==> src/rtl/keypad_pkg.sv <==
// -----------------------------------------------------------------------------
// keypad_pkg
// Shared definitions for the 4x4 keypad scanner: FSM state encoding, row and
// column index widths, and helpers for key-code encoding and row decoding.
// Optional feature macro used by the scanner: KEYPAD_TIMEOUT_EN.
// -----------------------------------------------------------------------------
package keypad_pkg;

    localparam int ROW_W    = 2;
    localparam int COL_W    = 2;
    localparam int NUM_ROWS = 4;
    localparam int NUM_COLS = 4;
    localparam int CODE_W   = ROW_W + COL_W;

    typedef enum logic [1:0] {
        ST_SCAN       = 2'd0,
        ST_PRESS_DB   = 2'd1,
        ST_HELD       = 2'd2,
        ST_RELEASE_DB = 2'd3
    } kp_state_t;

    // key_code = row*4 + col, which is just the concatenation of the indices
    function automatic logic [CODE_W-1:0] key_encode(input logic [ROW_W-1:0] row,
                                                     input logic [COL_W-1:0] col);
        return {row, col};
    endfunction

    // True when exactly one active-low row is pulled down
    function automatic logic single_low(input logic [NUM_ROWS-1:0] rows_n);
        logic [NUM_ROWS-1:0] low;
        low = ~rows_n;
        return (low != 4'd0) && ((low & (low - 4'd1)) == 4'd0);
    endfunction

    // Index of the low row; only meaningful when single_low() is true
    function automatic logic [ROW_W-1:0] low_row_idx(input logic [NUM_ROWS-1:0] rows_n);
        logic [ROW_W-1:0] idx;
        idx = '0;
        for (int i = 0; i < NUM_ROWS; i++) begin
            if (!rows_n[i]) begin
                idx = ROW_W'(i);
            end
        end
        return idx;
    endfunction

    // One-cold, active-low column drive
    function automatic logic [NUM_COLS-1:0] col_drive(input logic [COL_W-1:0] col_idx);
        return ~(4'b0001 << col_idx);
    endfunction

endpackage

==> src/rtl/key_debounce_timer.sv <==
// -----------------------------------------------------------------------------
// key_debounce_timer
// Stability counter for press/release debounce. Counts enabled cycles after a
// clear and saturates at CNT-1, so it never wraps while a level stays stable.
//
// Ports
//   clk      in   system clock, rising edge
//   rst      in   synchronous reset, active-low
//   i_clear  in   restart the count (has priority over i_enable)
//   i_enable in   count this cycle
//   o_done   out  counter sits at terminal count (CNT-1); the enabled cycle
//                 seen with o_done high is the CNT-th stable cycle
// -----------------------------------------------------------------------------
module key_debounce_timer
    import keypad_pkg::*;
#(
    parameter int CNT = 500000
) (
    input  logic clk,
    input  logic rst,
    input  logic i_clear,
    input  logic i_enable,
    output logic o_done
);

    localparam int            CW = (CNT > 1) ? $clog2(CNT) : 1;
    localparam logic [CW-1:0] TC = CW'(CNT - 1);

    logic [CW-1:0] r_cnt;

    always_ff @(posedge clk) begin
        if (!rst) begin
            r_cnt <= '0;
        end else if (i_clear) begin
            r_cnt <= '0;
        end else if (i_enable && (r_cnt != TC)) begin
            r_cnt <= r_cnt + CW'(1);
        end
    end

    assign o_done = (r_cnt == TC);

endmodule

==> src/rtl/keypad_scan.sv <==
// -----------------------------------------------------------------------------
// keypad_scan
// 4x4 matrix keypad scanner with press/release debounce and optional idle
// timeout. Columns are driven one-cold; rows are sampled in the last cycle of
// each column dwell. A single low row starts press debounce on that key.
//
// Optional feature: define KEYPAD_TIMEOUT_EN to build the idle-timeout counter
// behind time_max_id; otherwise time_max_id is tied low.
//
// Ports
//   clk          in   system clock, rising edge
//   rst          in   synchronous reset, active-low
//   row_in[3:0]  in   keypad rows, active-low
//   col_out[3:0] out  column drive, one-cold active-low
//   apt          out  debounced key-held level
//   key_code[3:0]out  last accepted key, row*4+col
//   key_valid    out  one-cycle pulse per accepted press
//   time_max_id  out  one-cycle idle-timeout pulse
//
// state         | meaning
// --------------+-----------------------------------------------------------
// ST_SCAN       | rotating columns, sampling rows at end of each dwell
// ST_PRESS_DB   | column frozen, waiting for latched row to stay low
// ST_HELD       | key accepted, column frozen until latched row goes high
// ST_RELEASE_DB | column frozen, waiting for latched row to stay high
// -----------------------------------------------------------------------------
module keypad_scan
    import keypad_pkg::*;
#(
    parameter int SCAN_DIV       = 50000,
    parameter int DEBOUNCE_CNT   = 500000,
    parameter int TIMEOUT_CYCLES = 250000000
) (
    input  logic       clk,
    input  logic       rst,
    input  logic [3:0] row_in,
    output logic [3:0] col_out,
    output logic       apt,
    output logic [3:0] key_code,
    output logic       key_valid,
    output logic       time_max_id
);

    localparam int               DIV_W  = (SCAN_DIV > 1) ? $clog2(SCAN_DIV) : 1;
    localparam logic [DIV_W-1:0] DIV_TC = DIV_W'(SCAN_DIV - 1);

    kp_state_t         r_state;
    logic [COL_W-1:0]  r_col_idx;
    logic [ROW_W-1:0]  r_row_idx;
    logic [DIV_W-1:0]  r_div_cnt;
    logic [CODE_W-1:0] r_key_code;
    logic              r_key_valid;

    kp_state_t         w_state_nxt;
    logic [COL_W-1:0]  w_col_nxt;
    logic [ROW_W-1:0]  w_row_nxt;
    logic [DIV_W-1:0]  w_div_nxt;
    logic              w_db_clear;
    logic              w_db_enable;
    logic              w_db_done;
    logic              w_accept;
    logic              w_row_lvl;

    // Level of the latched row; 1 means the key is open
    assign w_row_lvl = row_in[r_row_idx];

    key_debounce_timer #(
        .CNT (DEBOUNCE_CNT)
    ) u_db_timer (
        .clk      (clk),
        .rst      (rst),
        .i_clear  (w_db_clear),
        .i_enable (w_db_enable),
        .o_done   (w_db_done)
    );

    always_ff @(posedge clk) begin
        if (!rst) begin
            r_state     <= ST_SCAN;
            r_col_idx   <= '0;
            r_row_idx   <= '0;
            r_div_cnt   <= '0;
            r_key_code  <= '0;
            r_key_valid <= 1'b0;
        end else begin
            r_state     <= w_state_nxt;
            r_col_idx   <= w_col_nxt;
            r_row_idx   <= w_row_nxt;
            r_div_cnt   <= w_div_nxt;
            r_key_valid <= w_accept;
            if (w_accept) begin
                r_key_code <= key_encode(r_row_idx, r_col_idx);
            end
        end
    end

    always_comb begin
        w_state_nxt = r_state;
        w_col_nxt   = r_col_idx;
        w_row_nxt   = r_row_idx;
        w_div_nxt   = r_div_cnt;
        w_db_clear  = 1'b0;
        w_db_enable = 1'b0;
        w_accept    = 1'b0;

        case (r_state)
            ST_SCAN: begin
                if (r_div_cnt == DIV_TC) begin
                    // Dwell counter restarts either way, so a later return to
                    // scanning always begins with a full dwell.
                    w_div_nxt = '0;
                    if (single_low(row_in)) begin
                        w_row_nxt   = low_row_idx(row_in);
                        w_db_clear  = 1'b1;
                        w_state_nxt = ST_PRESS_DB;
                    end else begin
                        w_col_nxt = r_col_idx + COL_W'(1);
                    end
                end else begin
                    w_div_nxt = r_div_cnt + DIV_W'(1);
                end
            end

            ST_PRESS_DB: begin
                if (w_row_lvl) begin
                    w_col_nxt   = r_col_idx + COL_W'(1);
                    w_state_nxt = ST_SCAN;
                end else begin
                    w_db_enable = 1'b1;
                    if (w_db_done) begin
                        w_accept    = 1'b1;
                        w_state_nxt = ST_HELD;
                    end
                end
            end

            ST_HELD: begin
                if (w_row_lvl) begin
                    w_db_clear  = 1'b1;
                    w_state_nxt = ST_RELEASE_DB;
                end
            end

            ST_RELEASE_DB: begin
                if (!w_row_lvl) begin
                    w_state_nxt = ST_HELD;
                end else begin
                    w_db_enable = 1'b1;
                    if (w_db_done) begin
                        w_col_nxt   = r_col_idx + COL_W'(1);
                        w_state_nxt = ST_SCAN;
                    end
                end
            end

            default: begin
                w_state_nxt = ST_SCAN;
            end
        endcase
    end

`ifdef KEYPAD_TIMEOUT_EN
    localparam int              TO_W  = (TIMEOUT_CYCLES > 1) ? $clog2(TIMEOUT_CYCLES) : 1;
    localparam logic [TO_W-1:0] TO_TC = TO_W'(TIMEOUT_CYCLES - 1);

    logic [TO_W-1:0] r_to_cnt;
    logic            r_to_armed;
    logic            r_time_max;

    // Only idle scanning time counts; the counter stays disarmed until the
    // first accepted key so a keypad nobody touched never times out.
    always_ff @(posedge clk) begin
        if (!rst) begin
            r_to_cnt   <= '0;
            r_to_armed <= 1'b0;
            r_time_max <= 1'b0;
        end else begin
            r_time_max <= 1'b0;
            if (w_accept) begin
                r_to_armed <= 1'b1;
                r_to_cnt   <= '0;
            end else if (r_to_armed && (r_state == ST_SCAN)) begin
                if (r_to_cnt == TO_TC) begin
                    r_time_max <= 1'b1;
                    r_to_armed <= 1'b0;
                    r_to_cnt   <= '0;
                end else begin
                    r_to_cnt <= r_to_cnt + TO_W'(1);
                end
            end
        end
    end

    assign time_max_id = r_time_max;
`else
    assign time_max_id = 1'b0;
`endif

    assign col_out   = col_drive(r_col_idx);
    assign apt       = (r_state == ST_HELD) || (r_state == ST_RELEASE_DB);
    assign key_code  = r_key_code;
    assign key_valid = r_key_valid;

endmodule

==> config.mk <==
export PLATFORM = sky130hd
export DESIGN_NAME = keypad_scan
export DESIGN_NICKNAME = d
export VERILOG_FILES = /design/src/rtl/keypad_pkg.sv /design/src/rtl/key_debounce_timer.sv /design/src/rtl/keypad_scan.sv
export SDC_FILE = /design/constraint.sdc
export NUM_CORES = 1
export LEC_CHECK = 0
export BUFFER_PORTS_ARGS = -buffer_cell sky130_fd_sc_hd__clkbuf_2
export CAP_MARGIN = 10
export CELL_PAD_IN_SITES_DETAIL_PLACEMENT = 1
export CELL_PAD_IN_SITES_GLOBAL_PLACEMENT = 1
export CORE_MARGIN = 5
export CORE_UTILIZATION = 41
export DETAILED_ROUTE_END_ITERATION = 12
export PLACE_DENSITY = 0.84
export SYNTH_ARGS = -nofsm -noshare
export SYNTH_HDL_FRONTEND = slang
export SYNTH_SLANG_ARGS = --single-unit
==> constraint.sdc <==
create_clock -name clk -period 2.45 [get_ports clk]
set_clock_uncertainty 0.2 [all_clocks]
set_input_delay 0.49 -clock clk [delete_from_list [all_inputs] [get_ports clk]]
set_output_delay 0.49 -clock clk [all_outputs]
set_load 0.05 [all_outputs]
==> results of run 1 <==
[state kept, by name, summed over array words and instances (netlist names), named ones only]
register          flops
key_code              4
r_state               1
r_row_idx             2
key_valid             1
u_db_timer.r_cnt     19
r_div_cnt            16
r_col_idx             2
[power breakdown]
group	internal, mW	switching, mW
Clock	0.306	0.262
Combinational	0.0319	0.0442
Sequential	0.751	0.00355
[layer usage]
metal  global-route usage  routed length (um)
met4               0.0417                  55
met3               0.0375                 280
met5                    0                   0
met2                0.354                3610
met1                0.239                2930
[worst max path at each step]
stage	startpoint	end	slack, ns	depth (start not counted)
6_report	r_div_cnt[7]	u_db_timer.r_cnt[4]	-0.002	6
5_1_grt	r_div_cnt[7]	u_db_timer.r_cnt[2]	-0.04	6
4_1_cts	r_div_cnt[7]	u_db_timer.r_cnt[4]	0.0009	6
3_5_place_dp	row_in[3]	u_db_timer.r_cnt[15]	-0.17	6
3_3_place_gp	row_in[3]	u_db_timer.r_cnt[16]	-0.05	6
2_1_floorplan	r_div_cnt[5]	u_db_timer.r_cnt[7]	-0.01	7
[area by class of cell]
cell class,instances,area [um^2],share of cell area
Multi-Input combinational cell,207,1340,0.465
Sequential cell,46,923,0.320
Timing Repair Buffer,52,365,0.127
Tap cell,72,90.1,0.0313
Clock buffer,7,76.3,0.0265
Inverter,15,56.3,0.0195
Clock inverter,1,30.0,0.0104
[cell usage after synthesis, types with 2 or more instances]
cell type	number
mux2i_1	10
or4b_1	2
and3_1	3
inv_1	15
ha_1	6
o31ai_1	5
nor4_1	2
dfxtp_1	46
a21oi_1	15
a31oi_1	2
buf_2	3
xor2_1	11
nand3_1	15
nor2b_1	6
o21a_1	2
nor3_1	8
xnor2_1	7
nand4b_1	2
nand2_1	23
o211ai_1	2
o21ai_0	12
nand4_1	12
or4_1	10
nor2_1	28
clkbuf_1	6
or3_1	11
[logic make-up after synthesis]
kind of cell / synth area share
buf+inv: 0.0480
other cells: 0.00160
xor+xnor: 0.0741
simple gates: 0.290
fa+ha+maj: 0.0320
compound gates: 0.110
mux: 0.0523
flops: 0.393
[repair_timing]
item | CTS | global route
pin swaps | 2 | 2
endpoints found under the setup margin | 23 | 23
buffers inserted | 0 | 2
hold buffers | 0 | 0
gates resized for setup | 4 | 3
[through the flow]
| step | std cells | setup TNS [ns] |
|---|---|---|
| detailed placement | 390 | -1.63 |
| finish | 400 | -0.00185 |
| CTS | 398 | 0 |
| floorplan | 279 | -0.0738 |
| global placement | 390 | -0.394 |
| global route | 400 | -0.454 |
[critical path, stage by stage (launching register included)]
cell     delay [ns]
dfxtp_1        0.32
or4b_1         0.54
or4_4          0.56
o31a_1         0.31
o21ai_4        0.17
buf_12         0.17
nor3_1         0.07
==> impl_metrics.json, run 1 <==
{
  "htreeDepth": 2,
  "area_growth_pct": 22.8,
  "io_buffer_count": 15,
  "slew_viol_final": 0,
  "syn_nets": 291,
  "crit_required_ns": 2.44,
  "clock-root-buffer": "clkbuf_8",
  "num_antenna_cells": 0,
  "ir_drop_v": 0.000266,
  "drc": 0,
  "fp.dieH_um": 85.6,
  "die_x_um": 85.6,
  "postPlaceCellArea_mm2": 0.00273,
  "max-slew-margin-rel": 0.623,
  "fillers": 670,
  "grt_max_degree": 20,
  "cts_buffers": 5,
  "final_common_cell": "dfxtp_1",
  "ys_top_cells_by_area": "dfxtp_1, nor2_1, mux2i_1",
  "syn_inst": 279,
  "vias_per_cell": 5.61,
  "utilization": 0.520,
  "drtIter0Drc": 158,
  "mostFrequentLayoutCells": "dfxtp_1, buf_4, nor2_1",
  "crit_type": "flip-flop to flip-flop",
  "antenna_found_initial": 0,
  "yosysWarnings": 0,
  "clkSinkCount": 46,
  "ant_nets": 0,
  "gr-usage-all-layers": 0.195,
  "die_area_mm2": 0.00734,
  "whs_endpoint": "r_div_cnt[1]",
  "fin_area_mm2": 0.00288,
  "leakagePower_nw": 1.12,
  "grt_pass1_vias": 2391,
  "timing.rr.end": "u_db_timer.r_cnt[4]",
  "core_mm2": 0.00554,
  "hp-start": "r_div_cnt[1]",
  "power.total_mw": 1.40,
  "dp_slack_ns": -0.170,
  "setup_slack_ns": -0.00185,
  "synthArstFlopShare": 0,
  "hold_class": "flip-flop to flip-flop",
  "clk_pin_slew_ns": 0.09,
  "final_nets": 339,
  "totalWireLength_mm": 6.88,
  "setup_viol": 1,
  "dp_hpwl_mm": 4.79,
  "synth_top_area_cell": "dfxtp_1",
  "drive_gt1_frac": 0.207,
  "synth_seq_area_share": 0.393,
  "arrival_ns": 2.44,
  "routedWlPerCell_um": 17.2,
  "worst_r2r_path_depth": 6,
  "grt_overflow": 0,
  "status": "finished, violations left",
  "worstMarginPinSlew_ns": 0.561,
  "synth_cell_types": 41,
  "avgSynthCellArea_um2": 8.41,
  "worstPathMaxFanout": 19,
  "start_util": 0.423,
  "synth_area_mm2": 0.00235,
  "max_freq_mhz": 408,
  "final_hold_viol_count": 0,
  "min_path_cells": 2,
  "insertion_delay_ns": 0.30,
  "synth_flop_cell": "dfxtp_1",
  "cp-start-kind": "flip-flop",
  "ys_ff_latch": 46,
  "synth_edf_count": 0,
  "cts_tree": "built",
  "r2r_start": "r_div_cnt[7]",
  "endpoint_kind": "flip-flop",
  "grt_pass1_wl_mm": 11.5,
  "rsz0062_at_grt": "true",
  "min_period_ns": 2.45,
  "num_vias": 2245,
  "rows": 27,
  "rrSetupSlack_ns": -0.002,
  "cts_buffer_depth": 2,
  "maxCapViolations": 0,
  "p_per_area_mw_per_mm2": 485,
  "holdWs_ns": 0.305,
  "period_share": 1.00,
  "drt_first_pass_iters": 4,
  "gp_congestion": 0.820,
  "synth_top_area_frac": 0.393,
  "violations": "negative setup slack",
  "ios": 17
}
No activity file was read; power rests on OpenSTA's default activity.
==> run 2, diff against run 1 <==
--- a/config.mk
+++ b/config.mk
@@ -5,14 +5,15 @@
 export SDC_FILE = /design/constraint.sdc
 export NUM_CORES = 1
 export LEC_CHECK = 0
+export ABC_AREA = 1
 export BUFFER_PORTS_ARGS = -buffer_cell sky130_fd_sc_hd__clkbuf_2
 export CAP_MARGIN = 10
 export CELL_PAD_IN_SITES_DETAIL_PLACEMENT = 1
 export CELL_PAD_IN_SITES_GLOBAL_PLACEMENT = 1
 export CORE_MARGIN = 5
-export CORE_UTILIZATION = 41
+export CORE_UTILIZATION = 39
 export DETAILED_ROUTE_END_ITERATION = 12
-export PLACE_DENSITY = 0.84
+export PLACE_DENSITY = 0.85
 export SYNTH_ARGS = -nofsm -noshare
 export SYNTH_HDL_FRONTEND = slang
 export SYNTH_SLANG_ARGS = --single-unit
==> run 2 against run 1 <==
Worst setup slack better by 0.33 ns. Hold slack worse by 0.034 ns. Sequential share of layout area is 1.2 points lower. Critical path type unchanged. Combinational power shrank 34%. Critical endpoint is now u_db_timer.r_cnt[16]. Global-route usage fell by 2.4 points. Via count grew 18%. Sequential cell count is the same. Critical path depth up 4. The flow now finishes without violations. Design area grew 3.5%.
==> impl_metrics.json, run 2 <==
{
  "hold_buffers": 0,
  "slew_viol_final": 0,
  "cts_buffer_depth": 2,
  "cts_resized": 0,
  "routedWlPerCell_um": 13.4,
  "status": "completed",
  "core_mm2": 0.00683,
  "min_period_ns": 2.12,
  "yosysWarnings": 0,
  "period_share": 0.866,
  "postCtsSetupBuffers": 0,
  "synth_flop_cell": "dfxtp_1",
  "ys_ff_latch": 46,
  "maxCapViolations": 0,
  "worstMarginPinSlew_ns": 0.521,
  "grt_overflow": 0,
  "vias_per_cell": 4.97,
  "ys_top_cells_by_area": "dfxtp_1, nand2_1, nor2_1",
  "synth_cell_types": 30,
  "rows": 30,
  "area_growth_pct": 7.83,
  "p_per_area_mw_per_mm2": 422,
  "max_freq_mhz": 471,
  "synth_seq_area_share": 0.333,
  "gp_congestion": 0.869,
  "antenna_found_initial": 0,
  "synthArstFlopShare": 0,
  "max-slew-margin-rel": 0.650,
  "die_area_mm2": 0.00887,
  "dp_hpwl_mm": 5.60,
  "io_buffer_count": 15,
  "max_flop_register": "u_db_timer.r_cnt",
  "clock-root-buffer": "clkbuf_8",
  "synth_common_cells": "nand2_1, nor2_1, inv_1",
  "ant_nets": 0,
  "hold_class": "flip-flop to flip-flop",
  "start_util": 0.405,
  "rsz0062_at_grt": "false",
  "grt.met1_usage": 0.220,
  "fp.dieH_um": 94.2,
  "clk_pin_slew_ns": 0.09,
  "synth_top_area_cell": "dfxtp_1",
  "grt_pass1_wl_mm": 12.5,
  "ir_drop_v": 0.000193,
  "drt_first_pass_iters": 4,
  "grt_use_met2": 0.300,
  "drc": 0,
  "gr-usage-all-layers": 0.171,
  "clkSinkCount": 46,
  "endpoint_kind": "flip-flop",
  "leakagePower_nw": 1.13,
  "timing.setup.tns_ns": 0,
  "cp-start-kind": "flip-flop",
  "final_common_cell": "nand2_1",
  "num_vias": 2652,
  "avgSynthCellArea_um2": 6.54,
  "power.total_mw": 1.26,
  "seqCellArea_um2": 921,
  "synth_area_mm2": 0.00277,
  "arrival_ns": 2.10,
  "ios": 17,
  "synth_edf_count": 0,
  "worstPathMaxFanout": 21,
  "insertion_delay_ns": 0.31,
  "grt_max_degree": 22,
  "grt_pass1_vias": 2685,
  "cts_buffers": 5,
  "mostFrequentLayoutCells": "nand2_1, nor2_1, inv_1",
  "multi_input_area_mm2": 0.00157,
  "num_antenna_cells": 0,
  "crit_required_ns": 2.43,
  "fillers": 948,
  "drtIter0Drc": 110,
  "setup_viol": 0,
  "synth_top_area_frac": 0.333,
  "htreeDepth": 2,
  "syn_inst": 423,
  "yosysMostFrequentCell": "nand2_1",
  "cts_tree": "built",
  "final_nets": 450,
  "syn_nets": 435,
  "drive_gt1_frac": 0.0959,
  "largest_reg_flops": 19,
  "use_met3": 0.0248,
  "grt_busiest_layer": "met2",
  "crit_type": "flip-flop to flip-flop",
  "totalWireLength_mm": 7.18,
  "die_x_um": 94.2,
  "final_hold_viol_count": 0
}
[run 2: cell types whose count changed in the layout (fill, tap and decap cells not counted), moves of 7 or more]
cell / previous run / this run
a21oi_1: 15 / 27
buf_4: 36 / 3
inv_1: 15 / 49
mux2i_1: 10 / 0
nand2_1: 23 / 113
nand3_1: 14 / 29
nor2_1: 28 / 66
or3_1: 11 / 0
or4_1: 7 / 0
[run 2: layout make-up]
type                       count  share of cell area
sequential                    46               0.309
timing repair buffer          18              0.0327
inverter                      52              0.0655
tap                           96              0.0403
multi-input combinational    315               0.526
clock buffer                   5              0.0231
clock inverter                 2             0.00336
[run 2: logic make-up after synthesis]
kind of cell	share of synthesized area
and+or+nand+nor	0.388
buffers and inverters	0.0995
AOI/OAI and AO/OA	0.0941
DFF	0.333
xor gates and xnor gates	0.0570
adders and majority gates	0.0271
other	0.00136
[run 2: power breakdown]
| part | switching (mW) | internal (mW) | leakage, nW |
|---|---|---|---|
| clock network | 0.261 | 0.192 | 0.0438 |
| registers | 0.00413 | 0.751 | 0.371 |
| logic | 0.0356 | 0.0143 | 0.717 |
| total | 0.301 | 0.958 | 1.13 |
[run 2: final timing paths]
kind | cells after the start | to | slack [ns] | start
max | 10 | u_db_timer.r_cnt[16] | 0.33 | u_db_timer.r_cnt[1]
min | 2 | r_div_cnt[13] | 0.27 | r_div_cnt[13]
max reg2reg | 10 | u_db_timer.r_cnt[16] | 0.33 | u_db_timer.r_cnt[1]
min reg2reg | 2 | r_div_cnt[13] | 0.27 | r_div_cnt[13]
[run 2: per-stage QoR]
step / hold WS, ns / utilization / instance area, um^2 / worst slack (ns) / instances
4_1_cts: 0.273 / 0.436 / 2980 / 0.334 / 534
2_1_floorplan: 0.239 / - / 2770 / 0.598 / 423
3_5_place_dp: 0.259 / 0.425 / 2900 / 0.214 / 527
5_1_grt: 0.321 / 0.436 / 2980 / 0.160 / 534
6_report: 0.271 / 0.436 / 2980 / 0.328 / 534
3_3_place_gp: 0.248 / 0.425 / 2900 / 0.343 / 527
[run 2: critical path, cell delays in order, from the launching register on]
cell     delay (ns)
dfxtp_1        0.41
ha_1           0.22
inv_1          0.09
nor2_4         0.17
inv_2          0.06
nor2_4         0.12
nand3_4        0.15
nand2_4        0.26
inv_2          0.16
nand2_1        0.10
a21oi_1        0.06
[run 2: routing by layer]
metal  wire length, um  part of all wire
met1              3520              0.49
met2              3450              0.48
met3               136             0.019
met4                79             0.011
met5                 0                 0
